<file path="src/rtl/scrub_scheduler.sv">
// ---------------------------------------------------------------------------
// scrub_scheduler
//
// Purpose:
//   Multi-region configuration-scrub scheduler. It arbitrates two kinds of work
//   across NUM_REGIONS configuration regions:
//     - periodic round-robin scrubs, one every PERIOD_CYCLES cycles
//     - urgent scrubs triggered by SEFI strobes (lowest region index first)
//   It issues requests to the frame readback / DPR engine over valid/ready and
//   retries failed scrubs. After MAX_RETRY retries it escalates to a full
//   partial reconfiguration. A region whose DPR attempt also fails is flagged
//   in fault_map.
//
// Optional build macro:
//   SCRUB_STATS_EN - adds saturating statistics outputs scrub_count,
//                    err_count and escalate_count.
//
// Ports:
//   clk             system clock
//   rst             synchronous, active-high reset
//   enable          scheduler enable; low holds the period timer at 0 and
//                   blocks new issues (an in-flight scrub still completes)
//   sefi_detected   single-cycle SEFI strobe
//   sefi_region     region index for sefi_detected
//   req_valid       scrub request valid
//   req_ready       engine accepts the request
//   req_region      region to scrub
//   req_mode        0 = frame readback scrub, 1 = full DPR reconfiguration
//   done_valid      engine completion strobe
//   done_err        completion carried an error (qualified by done_valid)
//   scrub_active    high from request acceptance until completion
//   fault_map       sticky per-region flag: region failed DPR escalation
//   period_overrun  sticky: period expired while a periodic scrub was pending
//   scrub_count     (SCRUB_STATS_EN) successful completions, saturating
//   err_count       (SCRUB_STATS_EN) error completions plus timeouts, saturating
//   escalate_count  (SCRUB_STATS_EN) DPR escalations, saturating
//
// All outputs come straight from registers. No input reaches an output
// combinationally.
// ---------------------------------------------------------------------------
module scrub_scheduler #(
    parameter int NUM_REGIONS    = 4,
    parameter int REGION_W       = $clog2(NUM_REGIONS),
    parameter int PERIOD_CYCLES  = 50_000_000,
    parameter int TIMER_W        = 32,
    parameter int TIMEOUT_CYCLES = 1_000_000,
    parameter int MAX_RETRY      = 3
) (
    input  logic                   clk,
    input  logic                   rst,
    input  logic                   enable,
    input  logic                   sefi_detected,
    input  logic [REGION_W-1:0]    sefi_region,
    output logic                   req_valid,
    input  logic                   req_ready,
    output logic [REGION_W-1:0]    req_region,
    output logic                   req_mode,
    input  logic                   done_valid,
    input  logic                   done_err,
    output logic                   scrub_active,
    output logic [NUM_REGIONS-1:0] fault_map,
`ifdef SCRUB_STATS_EN
    output logic [15:0]            scrub_count,
    output logic [15:0]            err_count,
    output logic [7:0]             escalate_count,
`endif
    output logic                   period_overrun
);

    localparam int TO_W = $clog2(TIMEOUT_CYCLES) + 1;

    localparam logic [TIMER_W-1:0]  TIMER_LAST   = TIMER_W'(PERIOD_CYCLES - 1);
    localparam logic [TO_W-1:0]     TO_LAST      = TO_W'(TIMEOUT_CYCLES - 1);
    localparam logic [REGION_W-1:0] LAST_REGION  = REGION_W'(NUM_REGIONS - 1);
    localparam logic [REGION_W:0]   REGION_LIMIT = (REGION_W + 1)'(NUM_REGIONS);
    localparam logic [2:0]          RETRY_LIMIT  = 3'(MAX_RETRY);

    typedef enum logic [1:0] {
        IDLE  = 2'd0,
        ISSUE = 2'd1,
        WAIT  = 2'd2
    } state_t;

    state_t state, state_next;

    logic [TIMER_W-1:0]     timer;
    logic [REGION_W-1:0]    rr_ptr;
    logic [NUM_REGIONS-1:0] sefi_pend;
    logic [NUM_REGIONS-1:0] sefi_next;
    logic                   per_pend;
    logic [2:0]             retry;
    logic [TO_W-1:0]        wait_cnt;
    logic                   src_sefi;
    logic [REGION_W-1:0]    req_region_q;
    logic                   req_mode_q;
    logic [NUM_REGIONS-1:0] fault_map_q;
    logic                   overrun_q;

    logic [REGION_W-1:0]    sefi_idx;
    logic                   any_sefi;
    logic                   timer_tc;
    logic                   sefi_ok;
    logic                   per_clr;

    logic                   start;
    logic                   handshake;
    logic                   success;
    logic                   err;
    logic                   retry_again;
    logic                   escalate;
    logic                   fault;
    logic                   finish;

    assign any_sefi = |sefi_pend;
    assign timer_tc = enable && (timer == TIMER_LAST);
    // Strobes that name a region this instance does not have are dropped.
    assign sefi_ok  = sefi_detected && ({1'b0, sefi_region} < REGION_LIMIT);
    assign finish   = success | fault;
    // Completion of a periodic scrub frees the periodic slot and moves the pointer.
    assign per_clr  = finish && !src_sefi;

    // Lowest pending SEFI index. The loop runs downward so the lowest set bit
    // is the last assignment and wins.
    always_comb begin
        sefi_idx = '0;
        for (int i = NUM_REGIONS - 1; i >= 0; i--) begin
            if (sefi_pend[i]) begin
                sefi_idx = REGION_W'(i);
            end
        end
    end

    // A new strobe is applied after the completion clear, so a fresh SEFI on the
    // region that just finished is kept rather than lost.
    always_comb begin
        sefi_next = sefi_pend;
        if (finish && src_sefi) begin
            sefi_next[req_region_q] = 1'b0;
        end
        if (sefi_ok) begin
            sefi_next[sefi_region] = 1'b1;
        end
    end

    always_ff @(posedge clk) begin
        if (rst) begin
            state <= IDLE;
        end else begin
            state <= state_next;
        end
    end

    // Next state and single-cycle event strobes for the datapath.
    always_comb begin
        state_next  = state;
        start       = 1'b0;
        handshake   = 1'b0;
        success     = 1'b0;
        err         = 1'b0;
        retry_again = 1'b0;
        escalate    = 1'b0;
        fault       = 1'b0;
        case (state)
            IDLE: begin
                if (enable && (any_sefi || per_pend)) begin
                    start      = 1'b1;
                    state_next = ISSUE;
                end
            end
            ISSUE: begin
                if (req_ready) begin
                    handshake  = 1'b1;
                    state_next = WAIT;
                end
            end
            WAIT: begin
                // A clean completion takes priority over a timeout in the same cycle.
                if (done_valid && !done_err) begin
                    success    = 1'b1;
                    state_next = IDLE;
                end else if (done_valid || (wait_cnt == TO_LAST)) begin
                    err = 1'b1;
                    if (req_mode_q) begin
                        fault      = 1'b1;
                        state_next = IDLE;
                    end else if (retry < RETRY_LIMIT) begin
                        retry_again = 1'b1;
                        state_next  = ISSUE;
                    end else begin
                        escalate   = 1'b1;
                        state_next = ISSUE;
                    end
                end
            end
            default: state_next = IDLE;
        endcase
    end

    always_ff @(posedge clk) begin
        if (rst) begin
            timer        <= '0;
            rr_ptr       <= '0;
            sefi_pend    <= '0;
            per_pend     <= 1'b0;
            retry        <= '0;
            wait_cnt     <= '0;
            src_sefi     <= 1'b0;
            req_region_q <= '0;
            req_mode_q   <= 1'b0;
            fault_map_q  <= '0;
            overrun_q    <= 1'b0;
        end else begin
            if (!enable || timer_tc) begin
                timer <= '0;
            end else begin
                timer <= timer + 1'b1;
            end

            // At terminal count a still-pending periodic request is not doubled
            // up; it is reported as an overrun instead.
            if (timer_tc) begin
                if (per_pend && !per_clr) begin
                    overrun_q <= 1'b1;
                end else begin
                    per_pend <= 1'b1;
                end
            end else if (per_clr) begin
                per_pend <= 1'b0;
            end

            if (per_clr) begin
                rr_ptr <= (rr_ptr == LAST_REGION) ? '0 : rr_ptr + 1'b1;
            end

            sefi_pend <= sefi_next;

            if (start) begin
                req_region_q <= any_sefi ? sefi_idx : rr_ptr;
                src_sefi     <= any_sefi;
                req_mode_q   <= 1'b0;
                retry        <= '0;
            end

            if (retry_again) begin
                retry <= retry + 1'b1;
            end

            if (escalate) begin
                req_mode_q <= 1'b1;
            end

            if (handshake) begin
                wait_cnt <= '0;
            end else if (state == WAIT) begin
                wait_cnt <= wait_cnt + 1'b1;
            end

            if (fault) begin
                fault_map_q[req_region_q] <= 1'b1;
            end
        end
    end

`ifdef SCRUB_STATS_EN
    logic [15:0] scrub_cnt_q;
    logic [15:0] err_cnt_q;
    logic [7:0]  esc_cnt_q;

    always_ff @(posedge clk) begin
        if (rst) begin
            scrub_cnt_q <= '0;
            err_cnt_q   <= '0;
            esc_cnt_q   <= '0;
        end else begin
            if (success && (scrub_cnt_q != 16'hFFFF)) begin
                scrub_cnt_q <= scrub_cnt_q + 1'b1;
            end
            if (err && (err_cnt_q != 16'hFFFF)) begin
                err_cnt_q <= err_cnt_q + 1'b1;
            end
            if (escalate && (esc_cnt_q != 8'hFF)) begin
                esc_cnt_q <= esc_cnt_q + 1'b1;
            end
        end
    end

    assign scrub_count    = scrub_cnt_q;
    assign err_count      = err_cnt_q;
    assign escalate_count = esc_cnt_q;
`endif

    assign req_valid      = (state == ISSUE);
    assign scrub_active   = (state == WAIT);
    assign req_region     = req_region_q;
    assign req_mode       = req_mode_q;
    assign fault_map      = fault_map_q;
    assign period_overrun = overrun_q;

endmodule

</file>
<file path="config.mk">
export PLATFORM = sky130hd
export DESIGN_NAME = scrub_scheduler
export DESIGN_NICKNAME = d
export VERILOG_FILES = /design/src/rtl/scrub_scheduler.sv
export SDC_FILE = /design/constraint.sdc
export NUM_CORES = 1
export LEC_CHECK = 0
export ABC_CLOCK_PERIOD_IN_PS = 5900
export CAP_MARGIN = 20
export CORE_MARGIN = 1
export CORE_UTILIZATION = 46
export CTS_CLUSTER_SIZE = 10
export DETAILED_ROUTE_END_ITERATION = 10
export GPL_ROUTABILITY_DRIVEN = 0
export PLACE_DENSITY_LB_ADDON = 0.15
export SLEW_MARGIN = 25
export SYNTH_ARGS = -nofsm -noshare
export SYNTH_HDL_FRONTEND = slang
export SYNTH_SLANG_ARGS = --single-unit
</file>
<file path="constraint.sdc">
create_clock -name clk -period 5.9 [get_ports clk]
set_clock_uncertainty 0.2 [all_clocks]
set_input_delay 1.18 -clock clk [delete_from_list [all_inputs] [get_ports clk]]
set_output_delay 1.18 -clock clk [all_outputs]
set_load 0.1 [all_outputs]
</file>
==> out/metrics.cfg <==
[sta]
hold_viol = 0
finalSetupViolations = 0
post-route-period-util = 0.651
rsz0062_at_grt = no
slew_headroom = 0.351
setup_tns_ps = 0
worst-slew-pin-transition_ps = 970
fmax_mhz = 260
finalMaxSlewViolations = 0
period_needed_ps = 3840

[power]
pwr_density_cell_nw_per_um2 = 267
leakagePower_nw = 1.32
intPower_mw = 0.821
p_switching_mw = 0.216
clock_power_share = 0.464
combPwrFrac = 0.046
total_power_mw = 1.04
ir_drop_mv = 0.186
p_seq_frac = 0.490
power_switching_share = 0.208

[synthesis]
synth_fa_ha_area_frac = 0.0148
synth_top_family_by_area = simple AND/OR/NAND/NOR gates
synth.distinct_cells = 47
ys_ff_latch = 74
yosys_warnings = 0
synth-edff-count = 0
syn_area_um2 = 3380
synth_nets = 410
async_flop_share = 0
synthFlopType = dfxtp_1
synthMuxAreaShare = 0.0148
synth_simple_gate_area_frac = 0.299
netlist_instances = 397
synth_xor_xnor_area_share = 0.104
synth-compound-area-share = 0.102
avgSynthCellArea_um2 = 8.51
yosysSeqAreaShare = 0.439

[critical_path]
crit_fanout = 12
crit_type = flip-flop to primary output
startpoint_type = flip-flop
cp-startpoint = state[0]
crit_path_end_kind = primary output
cp.required_ps = 4520
rrSetupSlack_ps = 3420
rr_startpoint = timer[3]
crit_arrival_ps = 2460

[final_layout]
drive_gt1_frac = 0.0621
num-fill-cells = 663
syn_to_final_growth_pct = 15.1
diodes = 0
nets = 427

[clocking]
clkLatencyLatePin_ps = 350
post-cts-setup-buffers = 0
cts_resized = 0
cts_made_buffers = 9
clock-sinks = 74
postCtsHoldBufs = 0
cts_tree = done
path_clk_slew_ps = 70
clock_path_buffers = 2
cts_max_level = 3
clockRootBuffer = clkbuf_8

[routing]
ant_nets = 0
vias = 2752
wire_per_inst_um = 12.6
avgViaCountPerCell = 5.34
drc_errors = 0
wl_um = 6490
first_pass_iters = 4
drt_iter0_markers = 98

[flow_run]
cap_violations = 0

[run_status]
status = finished, final reports clean

[floorplan]
start_util = 0.486
io_pins = 19
num_rows = 30
die-area_um2 = 7690
die_w_um = 87.7
die_y_um = 87.7
core_area_um2 = 6940

[global_route]
grt_max_degree = 27
grt_pass1_wl_um = 11400
grt_overflow = 0
antenna_found_initial = 0
grt_pass1_vias = 2580
grt_usage = 0.189

[hold_path]
hp-start = fault_map[0]
hold_class = flip-flop to flip-flop

[place]
portBuffers = 18
hpwl_um = 4590

-- registers in the layout, summed over array words and instances (netlist names) --
name / cells
fault_map: 4
wait_cnt: 21
src_sefi: 1
req_mode: 1
per_pend: 1
state: 2
retry: 3
sefi_pend: 4
timer: 32
req_region: 2
rr_ptr: 2
period_overrun: 1
-- cells by family after synthesis --
family | count (synthesis)
AOI/OAI and AO/OA | 50
xor gates and xnor gates | 40
adders and majority gates | 4
buffers and inverters | 24
DFF | 74
muxes | 5
and+or+nand+nor | 200
-- synth_stat cells (2+ instances only) --
cell	count	area [µm²]
or3_1	7	43.8
and4_1	5	43.8
nor4b_1	3	26.3
nor2_1	64	240
clkbuf_1	12	45.0
and2_1	2	12.5
nand2_1	30	113
nand3_1	29	145
nor4_1	4	25.0
mux2i_1	5	50.1
nor2b_1	5	31.3
dfxtp_1	74	1480
nand2b_1	4	25.0
o2111ai_1	3	26.3
xnor2_1	20	175
a31o_2	4	35.0
a21oi_1	16	80.1
ha_1	4	50.1
inv_1	11	41.3
a21o_1	2	15.0
nand4_1	11	68.8
o21ai_0	8	40.0
and3_1	8	50.1
nor4_2	2	25.0
xor2_1	20	175
a31oi_1	2	12.5
o2bb2ai_1	3	26.3
o211ai_1	2	15.0
nor3_1	19	95.1
-- worst max-delay path: stages, from the launching register on --
cell and delay (ps):
dfxtp_1 330, nand2b_1 250, inv_1 330, clkdlybuf4s50_1 1210
-- power by group through the flow --
stage	clock [mW]	combinational [mW]	sequential, mW
final	0.481	0.0477	0.508
after global placement	0	0.0473	0.520
after global routing	0.516	0.0522	0.509
after CTS	0.495	0.0480	0.508
after detailed placement	0	0.0476	0.520
after floorplan	0	0.0301	0.522
-- metrics by stage --
stage	util	hold WS [ps]	instances	cell area, µm²	setup WS, ps
after floorplan	-	218	397	3380	2770
after global placement	0.524	226	499	3640	2190
after detailed placement	0.524	246	499	3640	2090
after CTS	0.560	264	515	3890	2040
after global routing	0.560	286	515	3890	1930
final	0.560	261	515	3890	2060
-- path summary, 6_finish.rpt --
path	endpoint	cells past startpoint
setup / recovery	scrub_active	3
hold / removal	fault_map[0]	2
setup reg to reg	timer[28]	5
hold reg to reg	fault_map[0]	2
-- per-layer routing --
| metal | part of all wire | routed length, µm | GRT usage | vias to the layer above |
|---|---|---|---|---|
| met3 | 0.025 | 161 | 0.0462 | 8 |
| met2 | 0.46 | 2960 | 0.315 | 32 |
| li1 | - | - | - | 1438 |
| met5 | 0 | 0 | 0 | - |
| met1 | 0.50 | 3260 | 0.235 | 1274 |
| met4 | 0.015 | 98 | 0.0760 | 0 |
-- placed cells by master, fill, tap and decap left out, types with 2 or more instances in the layout --
cell	instances
a21o_1	2
a21oi_1	16
a31o_2	4
a31oi_1	2
and2_1	2
and3_1	8
and4_1	5
bufinv_16	3
clkbuf_8	11
clkdlybuf4s50_1	18
clkinv_2	2
dfxtp_1	74
ha_1	4
inv_1	11
mux2i_1	5
nand2_1	30
nand2b_1	4
nand3_1	29
nand4_1	11
nor2_1	64
nor2b_1	5
nor3_1	19
nor4_1	4
nor4_2	2
nor4b_1	3
o2111ai_1	3
o211ai_1	2
o21ai_0	8
o2bb2ai_1	3
or3_1	7
xnor2_1	20
xor2_1	20
-- area by class of cell --
type | count | area [µm²] | share of cell area
Timing Repair Buffer | 19 | 188 | 0.0483
Sequential cell | 74 | 1480 | 0.381
Inverter | 11 | 41.3 | 0.0106
Multi-Input combinational cell | 299 | 1810 | 0.464
Clock inverter | 5 | 100 | 0.0257
Clock buffer | 11 | 151 | 0.0389
Tap cell | 96 | 120 | 0.0309
Note: power is estimated with default switching activity, not from simulation.
